$ cat src/rtl/mini_cpu_pkg.sv
`default_nettype none
// ============================================================================
// Module      : mini_cpu_pkg
// Description : Shared definitions for the Mini-CPU controller: data widths,
//               opcodes, instruction field positions, FSM state encoding and
//               small field-extraction helpers.
// Revision    : 1.0 - initial release
// ============================================================================
package mini_cpu_pkg;

    localparam int DATA_W   = 16;
    localparam int INSTR_W  = 16;
    localparam int NUM_REGS = 8;
    localparam int REG_AW   = 3;
    localparam int OPC_W    = 3;
    localparam int IMM_W    = 6;
    localparam int CNT_W    = 2;   // holds ALU_LAT-1 for ALU_LAT up to 4

    // Opcodes
    localparam logic [OPC_W-1:0] OP_LOAD    = 3'b000;
    localparam logic [OPC_W-1:0] OP_ADD     = 3'b001;
    localparam logic [OPC_W-1:0] OP_ADDI    = 3'b010;
    localparam logic [OPC_W-1:0] OP_SUB     = 3'b011;
    localparam logic [OPC_W-1:0] OP_SUBI    = 3'b100;
    localparam logic [OPC_W-1:0] OP_MUL     = 3'b101;
    localparam logic [OPC_W-1:0] OP_CLEAR   = 3'b110;
    localparam logic [OPC_W-1:0] OP_DISPLAY = 3'b111;

    // Instruction field bit positions
    localparam int OPC_MSB  = 15;
    localparam int OPC_LSB  = 13;
    localparam int RD_MSB   = 12;
    localparam int RD_LSB   = 10;
    localparam int RS1_MSB  = 9;
    localparam int RS1_LSB  = 7;
    localparam int RS2_MSB  = 6;
    localparam int RS2_LSB  = 4;
    localparam int SIGN_BIT = 6;
    localparam int IMM_MSB  = 5;
    localparam int IMM_LSB  = 0;

    // FSM state encoding
    typedef logic [2:0] state_t;
    localparam state_t ST_IDLE  = 3'd0;
    localparam state_t ST_ISSUE = 3'd1;
    localparam state_t ST_WAIT  = 3'd2;
    localparam state_t ST_WRITE = 3'd3;
    localparam state_t ST_DISP  = 3'd4;

    function automatic logic [OPC_W-1:0] f_opcode(input logic [INSTR_W-1:0] i);
        return i[OPC_MSB:OPC_LSB];
    endfunction

    function automatic logic [REG_AW-1:0] f_rd(input logic [INSTR_W-1:0] i);
        return i[RD_MSB:RD_LSB];
    endfunction

    function automatic logic [REG_AW-1:0] f_rs1(input logic [INSTR_W-1:0] i);
        return i[RS1_MSB:RS1_LSB];
    endfunction

    function automatic logic [REG_AW-1:0] f_rs2(input logic [INSTR_W-1:0] i);
        return i[RS2_MSB:RS2_LSB];
    endfunction

    function automatic logic f_sign(input logic [INSTR_W-1:0] i);
        return i[SIGN_BIT];
    endfunction

    function automatic logic [IMM_W-1:0] f_imm(input logic [INSTR_W-1:0] i);
        return i[IMM_MSB:IMM_LSB];
    endfunction

endpackage : mini_cpu_pkg
`default_nettype wire

$ cat src/rtl/mini_cpu_if.sv
`default_nettype none
// ============================================================================
// Module      : mini_cpu_if
// Description : Instruction handshake, ALU and display bus of the Mini-CPU
//               controller. 'slave' is the controller view, 'master' is the
//               view of the surrounding instruction source / ALU / display.
// Revision    : 1.0 - initial release
// ============================================================================
interface mini_cpu_if;
    import mini_cpu_pkg::*;

    logic                instr_valid;
    logic [INSTR_W-1:0]  instr;
    logic                instr_ready;
    logic [OPC_W-1:0]    alu_opcode;
    logic [DATA_W-1:0]   alu_valor1;
    logic [DATA_W-1:0]   alu_valor2;
    logic                alu_sinal_imm;
    logic [IMM_W-1:0]    alu_imm;
    logic [DATA_W-1:0]   alu_saida;
    logic                busy;
    logic                done;
    logic                disp_valid;
    logic [DATA_W-1:0]   disp_data;

    modport master (
        output instr_valid, instr, alu_saida,
        input  instr_ready, alu_opcode, alu_valor1, alu_valor2, alu_sinal_imm,
               alu_imm, busy, done, disp_valid, disp_data
    );

    modport slave (
        input  instr_valid, instr, alu_saida,
        output instr_ready, alu_opcode, alu_valor1, alu_valor2, alu_sinal_imm,
               alu_imm, busy, done, disp_valid, disp_data
    );

endinterface : mini_cpu_if
`default_nettype wire

$ cat src/rtl/mini_cpu_regfile.sv
`default_nettype none
// ============================================================================
// Module      : mini_cpu_regfile
// Description : 8x16 register file, two combinational read ports, one
//               synchronous write port, asynchronous clear on rst_n.
//               No hard-wired zero register.
// Revision    : 1.0 - initial release
// ============================================================================
module mini_cpu_regfile
    import mini_cpu_pkg::*;
(
    input  wire                 clk,
    input  wire                 rst_n,
    input  wire  [REG_AW-1:0]   ra_addr,
    output logic [DATA_W-1:0]   ra_data,
    input  wire  [REG_AW-1:0]   rb_addr,
    output logic [DATA_W-1:0]   rb_data,
    input  wire                 we,
    input  wire  [REG_AW-1:0]   wa_addr,
    input  wire  [DATA_W-1:0]   wa_data
);

    logic [NUM_REGS-1:0][DATA_W-1:0] mem_q;
    logic [NUM_REGS-1:0][DATA_W-1:0] mem_d;

    // Next register contents: single write port
    always_comb begin
        mem_d = mem_q;
        if (we) begin
            mem_d[wa_addr] = wa_data;
        end
    end

    // Register storage with asynchronous clear
    always_ff @(posedge clk or negedge rst_n) begin
        if (!rst_n) begin
            mem_q <= '0;
        end else begin
            mem_q <= mem_d;
        end
    end

    // Combinational read ports
    always_comb begin
        ra_data = mem_q[ra_addr];
        rb_data = mem_q[rb_addr];
    end

endmodule : mini_cpu_regfile
`default_nettype wire

$ cat src/rtl/mini_cpu_controller.sv
`default_nettype none
// ============================================================================
// Module      : mini_cpu_controller
// Description : Mini-CPU sequencer. Accepts 16-bit instructions over a
//               valid/ready handshake, reads operands from the register file,
//               holds the ALU inputs for ALU_LAT edges, writes the ALU result
//               back and pulses done. DISPLAY bypasses the ALU.
//               Optional feature macro: MINI_CPU_QUEUE_EN adds a 2-entry
//               instruction FIFO in front of the FSM.
// Revision    : 1.0 - initial release
// ============================================================================
module mini_cpu_controller
    import mini_cpu_pkg::*;
#(
    parameter int ALU_LAT = 2   // legal 1..4
)
(
    input  wire       clk,
    input  wire       rst_n,
    mini_cpu_if.slave bus
);

    state_t               state_q, state_d;
    logic [INSTR_W-1:0]   instr_q, instr_d;
    logic [CNT_W-1:0]     cnt_q,   cnt_d;
    logic [DATA_W-1:0]    disp_q,  disp_d;

    logic                 w_take;        // FSM latches w_next_instr this cycle
    logic [INSTR_W-1:0]   w_next_instr;
    logic                 w_ready;
    logic [DATA_W-1:0]    w_rd_a;
    logic [DATA_W-1:0]    w_rd_b;
    logic                 w_we;
    logic                 w_alu_act;

`ifdef MINI_CPU_QUEUE_EN
    logic [1:0][INSTR_W-1:0] fifo_q, fifo_d;
    logic                    fifo_wp_q, fifo_wp_d;
    logic                    fifo_rp_q, fifo_rp_d;
    logic [1:0]              fifo_cnt_q, fifo_cnt_d;
    logic                    w_push;
    logic                    w_full;

    // FIFO control: the FSM pops the head whenever it is about to become
    // free (IDLE, or the last cycle of WRITE/DISP), removing the IDLE bubble
    always_comb begin
        w_full       = (fifo_cnt_q == 2'd2);
        w_ready      = !w_full;
        w_push       = bus.instr_valid && !w_full;
        w_take       = (fifo_cnt_q != 2'd0) &&
                       ((state_q == ST_IDLE) || (state_q == ST_WRITE) ||
                        (state_q == ST_DISP));
        w_next_instr = fifo_q[fifo_rp_q];
        fifo_d       = fifo_q;
        fifo_wp_d    = fifo_wp_q;
        fifo_rp_d    = fifo_rp_q;
        if (w_push) begin
            fifo_d[fifo_wp_q] = bus.instr;
            fifo_wp_d         = ~fifo_wp_q;
        end
        if (w_take) begin
            fifo_rp_d = ~fifo_rp_q;
        end
        fifo_cnt_d = fifo_cnt_q + {1'b0, w_push} - {1'b0, w_take};
    end

    // FIFO storage and pointers
    always_ff @(posedge clk or negedge rst_n) begin
        if (!rst_n) begin
            fifo_q     <= '0;
            fifo_wp_q  <= 1'b0;
            fifo_rp_q  <= 1'b0;
            fifo_cnt_q <= 2'd0;
        end else begin
            fifo_q     <= fifo_d;
            fifo_wp_q  <= fifo_wp_d;
            fifo_rp_q  <= fifo_rp_d;
            fifo_cnt_q <= fifo_cnt_d;
        end
    end
`else
    // Direct handshake: an instruction is taken only while IDLE
    always_comb begin
        w_ready      = (state_q == ST_IDLE);
        w_take       = bus.instr_valid && (state_q == ST_IDLE);
        w_next_instr = bus.instr;
    end
`endif

    // FSM state register
    always_ff @(posedge clk or negedge rst_n) begin
        if (!rst_n) begin
            state_q <= ST_IDLE;
        end else begin
            state_q <= state_d;
        end
    end

    // FSM next-state logic
    always_comb begin
        state_d = state_q;
        case (state_q)
            ST_IDLE, ST_WRITE, ST_DISP: begin
                if (w_take) begin
                    state_d = (f_opcode(w_next_instr) == OP_DISPLAY) ? ST_DISP : ST_ISSUE;
                end else begin
                    state_d = ST_IDLE;
                end
            end
            ST_ISSUE: state_d = (ALU_LAT == 1) ? ST_WRITE : ST_WAIT;
            ST_WAIT: begin
                // counter reaches zero on this edge -> result valid next cycle
                if (cnt_q <= CNT_W'(1)) begin
                    state_d = ST_WRITE;
                end
            end
            default:  state_d = ST_IDLE;
        endcase
    end

    // Datapath next values: instruction latch, wait counter, display hold
    always_comb begin
        instr_d = w_take ? w_next_instr : instr_q;
        cnt_d   = cnt_q;
        if (state_q == ST_ISSUE) begin
            cnt_d = CNT_W'(ALU_LAT - 1);
        end else if ((state_q == ST_WAIT) && (cnt_q != '0)) begin
            cnt_d = cnt_q - CNT_W'(1);
        end
        disp_d = (state_q == ST_DISP) ? w_rd_a : disp_q;
    end

    // Datapath registers
    always_ff @(posedge clk or negedge rst_n) begin
        if (!rst_n) begin
            instr_q <= '0;
            cnt_q   <= '0;
            disp_q  <= '0;
        end else begin
            instr_q <= instr_d;
            cnt_q   <= cnt_d;
            disp_q  <= disp_d;
        end
    end

    // FSM outputs: ALU inputs are held from ISSUE through WRITE; operands are
    // read combinationally and only change after the WRITE edge
    always_comb begin
        w_alu_act = (state_q == ST_ISSUE) || (state_q == ST_WAIT) ||
                    (state_q == ST_WRITE);
        bus.alu_opcode    = OP_CLEAR;
        bus.alu_valor1    = '0;
        bus.alu_valor2    = '0;
        bus.alu_sinal_imm = 1'b0;
        bus.alu_imm       = '0;
        if (w_alu_act) begin
            bus.alu_opcode    = f_opcode(instr_q);
            bus.alu_valor1    = w_rd_a;
            bus.alu_valor2    = w_rd_b;
            bus.alu_sinal_imm = f_sign(instr_q);
            bus.alu_imm       = f_imm(instr_q);
        end
        bus.instr_ready = w_ready;
        bus.busy        = (state_q != ST_IDLE);
        bus.done        = (state_q == ST_WRITE) || (state_q == ST_DISP);
        bus.disp_valid  = (state_q == ST_DISP);
        bus.disp_data   = (state_q == ST_DISP) ? w_rd_a : disp_q;
        w_we            = (state_q == ST_WRITE);
    end

    mini_cpu_regfile u_regfile (
        .clk     (clk),
        .rst_n   (rst_n),
        .ra_addr (f_rs1(instr_q)),
        .ra_data (w_rd_a),
        .rb_addr (f_rs2(instr_q)),
        .rb_data (w_rd_b),
        .we      (w_we),
        .wa_addr (f_rd(instr_q)),
        .wa_data (bus.alu_saida)
    );

endmodule : mini_cpu_controller
`default_nettype wire

$ cat src/flat_wrapper.sv
// flat-port wrapper written by rule: the top's interface ports become plain ports
module mini_cpu_controller_flat import mini_cpu_pkg::*;
#(
    parameter int ALU_LAT = 2                
)
  (clk, rst_n, bus_instr_valid, bus_instr, bus_alu_saida, bus_instr_ready, bus_alu_opcode, bus_alu_valor1, bus_alu_valor2, bus_alu_sinal_imm, bus_alu_imm, bus_busy, bus_done, bus_disp_valid, bus_disp_data);
  mini_cpu_if bus_i ();
  input  wire clk;
  input  wire rst_n;
  input wire logic [$bits(bus_i.instr_valid)-1:0] bus_instr_valid;
  input wire logic [$bits(bus_i.instr)-1:0] bus_instr;
  input wire logic [$bits(bus_i.alu_saida)-1:0] bus_alu_saida;
  output wire logic [$bits(bus_i.instr_ready)-1:0] bus_instr_ready;
  output wire logic [$bits(bus_i.alu_opcode)-1:0] bus_alu_opcode;
  output wire logic [$bits(bus_i.alu_valor1)-1:0] bus_alu_valor1;
  output wire logic [$bits(bus_i.alu_valor2)-1:0] bus_alu_valor2;
  output wire logic [$bits(bus_i.alu_sinal_imm)-1:0] bus_alu_sinal_imm;
  output wire logic [$bits(bus_i.alu_imm)-1:0] bus_alu_imm;
  output wire logic [$bits(bus_i.busy)-1:0] bus_busy;
  output wire logic [$bits(bus_i.done)-1:0] bus_done;
  output wire logic [$bits(bus_i.disp_valid)-1:0] bus_disp_valid;
  output wire logic [$bits(bus_i.disp_data)-1:0] bus_disp_data;
  assign bus_i.instr_valid = bus_instr_valid;
  assign bus_i.instr = bus_instr;
  assign bus_i.alu_saida = bus_alu_saida;
  assign bus_instr_ready = bus_i.instr_ready;
  assign bus_alu_opcode = bus_i.alu_opcode;
  assign bus_alu_valor1 = bus_i.alu_valor1;
  assign bus_alu_valor2 = bus_i.alu_valor2;
  assign bus_alu_sinal_imm = bus_i.alu_sinal_imm;
  assign bus_alu_imm = bus_i.alu_imm;
  assign bus_busy = bus_i.busy;
  assign bus_done = bus_i.done;
  assign bus_disp_valid = bus_i.disp_valid;
  assign bus_disp_data = bus_i.disp_data;
  mini_cpu_controller #(.ALU_LAT(ALU_LAT)) u_core (.clk(clk), .rst_n(rst_n), .bus(bus_i));
endmodule
$ cat config.mk
export PLATFORM = sky130hd
export DESIGN_NAME = mini_cpu_controller_flat
export DESIGN_NICKNAME = d
export VERILOG_FILES = /design/src/rtl/mini_cpu_pkg.sv /design/src/rtl/mini_cpu_if.sv /design/src/rtl/mini_cpu_regfile.sv /design/src/rtl/mini_cpu_controller.sv /design/src/flat_wrapper.sv
export SDC_FILE = /design/constraint.sdc
export NUM_CORES = 1
export LEC_CHECK = 0
export ABC_AREA = 1
export CAP_MARGIN = 30
export CELL_PAD_IN_SITES_DETAIL_PLACEMENT = 0
export CELL_PAD_IN_SITES_GLOBAL_PLACEMENT = 1
export CORE_MARGIN = 5
export CORE_UTILIZATION = 44
export DETAILED_ROUTE_END_ITERATION = 10
export PLACE_DENSITY = 0.82
export SYNTH_ARGS = -nofsm -noshare
export SYNTH_HDL_FRONTEND = slang
export SYNTH_SLANG_ARGS = --single-unit
$ cat constraint.sdc
create_clock -name clk -period 5.3 [get_ports clk]
set_input_delay 1.59 -clock clk [delete_from_list [all_inputs] [get_ports clk]]
set_output_delay 1.59 -clock clk [all_outputs]
set_load 0.05 [all_outputs]
# Word level (Yosys, flattened, before mapping)
# Index checks and enable logic that the tools add are counted.
# word_totals
ramBits,0
latchBits,0
inputBits,35
out_inout_bits,62
romBits,0
ff_bits,165
memories,0
elab_cells,54
# classes
n_reduce_logical,11
eq_ne,6
bitwise_logic,0
shifts,0
muxes,19
n_div,0
n_mul,0
n_lt_le_gt_ge,5
addsub,1
# ops
cell,count
$bwmux 128,1
$bmux 16 s3,2
$mux 16,6
$demux 16 s3,1
$lt 3x4->1 const B,3
$mux 3,4
$pmux 3 s3,1
$eq 3x2->1 const B,2
$eq 3x3->1 const B,2
$mux 6,1
$mux 2,2
$reduce_bool 2->1,2
$eq 3x1->1 const B,1
$ge 3x1->1 const B,1
$logic_and 1x1->1,3
$logic_not 3->1,1
$logic_or 1x1->1,3
$reduce_bool 3->1,1
$reduce_or 3->1,1
$le 2x1->1 const B,1
$ne 2x1->1 const B,1
$sub 2x1->2 const B,1
$mux 1,1

# Logic depth before layout (Yosys ltp)
# depth
word_depth,5
depth_mapped,9
depth_no_buf,7

# Cells and area by module
# Synthesis repeated with hierarchy kept, for this count alone.
# hier_totals
hier_cells,1405
hier_area_um2,9414.0
# modules_own_cells
module,cells_each,area_each_um2,seq_area_each_um2,n_inst
mini_cpu_regfile,1165,7489.7,3203.1,1
mini_cpu_controller,240,1924.3,925.9,1

# Least setup slack after synthesis
# Ideal clock, no wire load.
# synth_timing
path_kind,reg-to-output
from,register u_core.state_q[0]
to,output bus_busy
path_stages_with_launch,5
n_path_buf,0
required_time_ns,3.710
t_arrival_ns,1.776
setup_slack_ns,1.934
cell_sequence,dfrtp_1 > inv_1 > nand2_1 > nor2_1 > inv_1
# synth_via
elab_chain_len,1
# synth_lines
element,line_no,source
"start, declared",mini_cpu_controller.sv:23,"state_t state_q, state_d;"
"start signal, assigned",mini_cpu_controller.sv:95,state_q <= state_d;
$reduce_bool 3->1,mini_cpu_controller.sv:164,bus.busy = (state_q != ST_IDLE);
"end, declared",flat_wrapper.sv:19,output wire logic [$bits(bus_i.busy)-1:0] bus_busy;
# No other way between the ends.

# Worst setup path after layout
# layout_timing
from,register u_core.state_q[2]
to,output bus_alu_valor2[5]
# layout_via
elab_chain_len,4
word_cells_on_any_way,6
classes_between,eq/ne: 3; mux: 1; reduce/logical: 2
# layout_lines
element,line_no,source
$eq 3x1->1 / $eq 3x2->1 (equally long branches),mini_cpu_controller.sv:149,w_alu_act = (state_q == ST_ISSUE) || (state_q == ST_WAIT) ||
$logic_or 1x1->1,mini_cpu_controller.sv:149,
$logic_or 1x1->1 *,mini_cpu_controller.sv:149,
$mux 16 *,mini_cpu_controller.sv:156,if (w_alu_act) begin
"end, declared",flat_wrapper.sv:16,output wire logic [$bits(bus_i.alu_valor2)-1:0] bus_alu_valor2;
# Every way passes the cells marked *; elsewhere a longest branch is shown, timed or not.

==> flow_summary_export.csv <==
group,metric,value,unit
outcome,status,"finished clean",
sta,min_period_over_period,0.8927,
worst_setup_path,reg2reg_depth,6,
synthesis,synth_nets,1268,
route,antenna_left,0,
place,hpwl,17510,µm
grt,grt_usage,0.2538,
worst_setup_path,r2r_setup_slack,3.04,ns
grt,grt_pass1_vias,7856,
floorplanning,fp.dieW,150.8,µm
hold_path,min_path_type,"reg -> reg",
cts,cts.htree.levels,4,
worst_setup_path,critPathLaunchType,"flip-flop",
sta,slew_headroom,0.4114,
sta,fmax,211.4,MHz
sta,rsz0062_at_grt,"no",
cts,postCtsHoldBufs,0,
cts,cts_tree,"done",
cts,root_buffer,"clkbuf_16",
synthesis,synth_top_area_frac,0.4735,
route,via_per_inst,5.214,
sta,tightest_slew,0.8819,ns
worst_setup_path,endpoint_kind,"output pin",
route,wirelength,28060,µm
route,drc,0,
sta,hold_viol_final,0,
grt,antenna_found_initial,0,
synthesis,synthCells,1231,
synthesis,syn-cell-area,8721,µm²
cells_and_area,final_common_cell,"nand2_1",
run,maxCapViolations,0,
worst_setup_path,worst_ep_arrival_time,3.14,ns
place,place.gp.congestion,0.8551,
floorplanning,num_rows,51,
route,top_layer,"met4",
route,routedWlPerCell,17.85,µm
sta,drv_slew,0,
sta,tns,0,ns
route,drt-initial-drc-count,665,
cts,clk_pin_slew,0.07,ns
worst_setup_path,cp_max_fo,27,
route,routed-wl-met2,13780,µm
grt,grt_overflow,0,
synthesis,seq_area_frac_synth,0.4735,
floorplanning,pin_count,97,
floorplanning,start_util,0.4481,
sta,whs,0.4784,ns
grt,grt_max_degree,102,
hold_path,min_from,"u_core.disp_q[11]$_DFF_PN0_",
floorplanning,die_area,22740,µm²
grt,grt_first_pass_wirelength,44290,µm
synthesis,synth_cell_types,20,
cells_and_area,fillerInstances,1937,
floorplanning,die_h,150.8,µm
cells_and_area,layout_common_cells,"357 x nand2_1, 202 x o21ai_0, 163 x dfrtp_1",
synthesis,ys_top_cells_by_area,"dfrtp_1 47%, nand2_1 15%, o21ai_0 12%",
route,routed-via-count,8196,
cells_and_area,drive_gt1_frac,0.08034,
worst_setup_path,r2r_end,"u_core.disp_q[15]$_DFF_PN0_",
worst_setup_path,crit_path_end,"bus_alu_valor2[5]",
cells_and_area,fin_nets,1331,
cells_and_area,antenna-diode-count,0,
worst_setup_path,cp.required,3.71,ns
route,first_pass_iters,6,
worst_setup_path,reg2reg_from,"u_core.state_q[1]$_DFFE_PN0P_",
cts,cts_resized,0,
sta,finalSetupViolCount,0,
route,met1_length,12260,µm
synthesis,ys_seq_elements,165,
floorplanning,core,19460,µm²
synthesis,postSynthAreaPerCell,7.084,µm²
cts,cts_buffer_depth,2,
synthesis,yosysWarnings,0,
sta,finalClockSkew,0.01072,ns
sta,period_minus_slack,4.731,ns
cts,cts_setup_buffers,0,
place,portBuffers,96,
cts,cts.sinks,165,
worst_setup_path,critical_path_class,"reg -> out",
cells_and_area,areaGrowthSynthToFinish,19.21,%
synthesis,yosysTopAreaCell,"dfrtp_1",
route,wl_met3,1464,µm
cells_and_area,utilization,0.5342,
cts,worstSkewPairLatency,0.43,ns
cts,cts-buffers-inserted,17,
worst_setup_path,crit_start,"u_core.state_q[2]$_DFFE_PN0P_",
## worst max-delay path: stages, from the launching register on
cell and delay (ns):
dfrtp_1 0.42, inv_1 0.16, nand2_2 0.36, nor2_2 0.65
nand3_1 0.14, nand2_1 0.14, clkdlybuf4s50_1 0.82
## logic make-up after synthesis
kind of cell    after synthesis  synth area share
simple gates                563            0.2647
compound gates              273            0.1567
buf+inv                     227            0.1013
flops                       165            0.4735
fa+ha+maj                     2          0.002869
xor+xnor                      1          0.001004
## Yosys cell counts
cell type and number:
buf_1 4, nor3_1 1, dfrtp_1 165, o21ai_0 202
or2_2 3, clkbuf_1 54, nor2_2 3, nand2_1 357
inv_1 147, nor2_1 66, nor3_4 1, clkinv_1 3
nand2_2 1, buf_4 3, xor2_1 1, ha_1 2
o21ai_1 5, nand3_1 131, a21oi_1 66, buf_2 16
## stage by stage
| step | cells | setup slack [ns] | cell area (µm²) |
|---|---|---|---|
| 2_1_floorplan | 1231 | 1.934 | 8721 |
| 3_3_place_gp | 1539 | 1.018 | 9789 |
| 3_5_place_dp | 1539 | 0.9929 | 9789 |
| 4_1_cts | 1571 | 0.5055 | 10370 |
| 5_1_grt | 1572 | 0.3718 | 10400 |
| 6_report | 1572 | 0.5685 | 10400 |
## how the worst min path moves through the flow
stage	endpoint	slack (ns)	cells after the start
final	u_core.disp_q[11]$_DFF_PN0_	0.48	2
after global routing	u_core.disp_q[10]$_DFF_PN0_	0.49	2
after CTS	u_core.instr_q[14]$_DFFE_PN0N_	0.48	2
after detailed placement	u_core.instr_q[14]$_DFFE_PN0N_	0.46	2
after global placement	u_core.instr_q[15]$_DFFE_PN0N_	0.46	2
after floorplan	u_core.instr_q[14]$_DFFE_PN0N_	0.44	2
## state kept, by name, summed over array words and instances (netlist names)
register	cells
u_core.u_regfile.mem_q	128
u_core.disp_q	16
u_core.cnt_q	2
u_core.instr_q	16
u_core.state_q	3
## cell type report
| class | count | area (µm²) | area share |
|---|---|---|---|
| repair buffers | 121 | 1082 | 0.1041 |
| multi-input cells | 839 | 3709 | 0.3567 |
| clock buffers | 21 | 450.4 | 0.04333 |
| flip-flops and latches | 165 | 4131 | 0.3974 |
| inverters | 150 | 563.0 | 0.05416 |
| clock inverters | 11 | 128.9 | 0.01240 |
| well taps | 265 | 331.6 | 0.03189 |
## metal layers
layer	global-route usage	up-vias
met1	0.3359	3878
met3	0.04010	33
met5	0	-
li1	-	4039
met2	0.4309	246
met4	0.07570	0
Power is left out: the tool's default activity adds up to more than one toggle a clock period on the data nets, which glitch-free logic cannot reach.
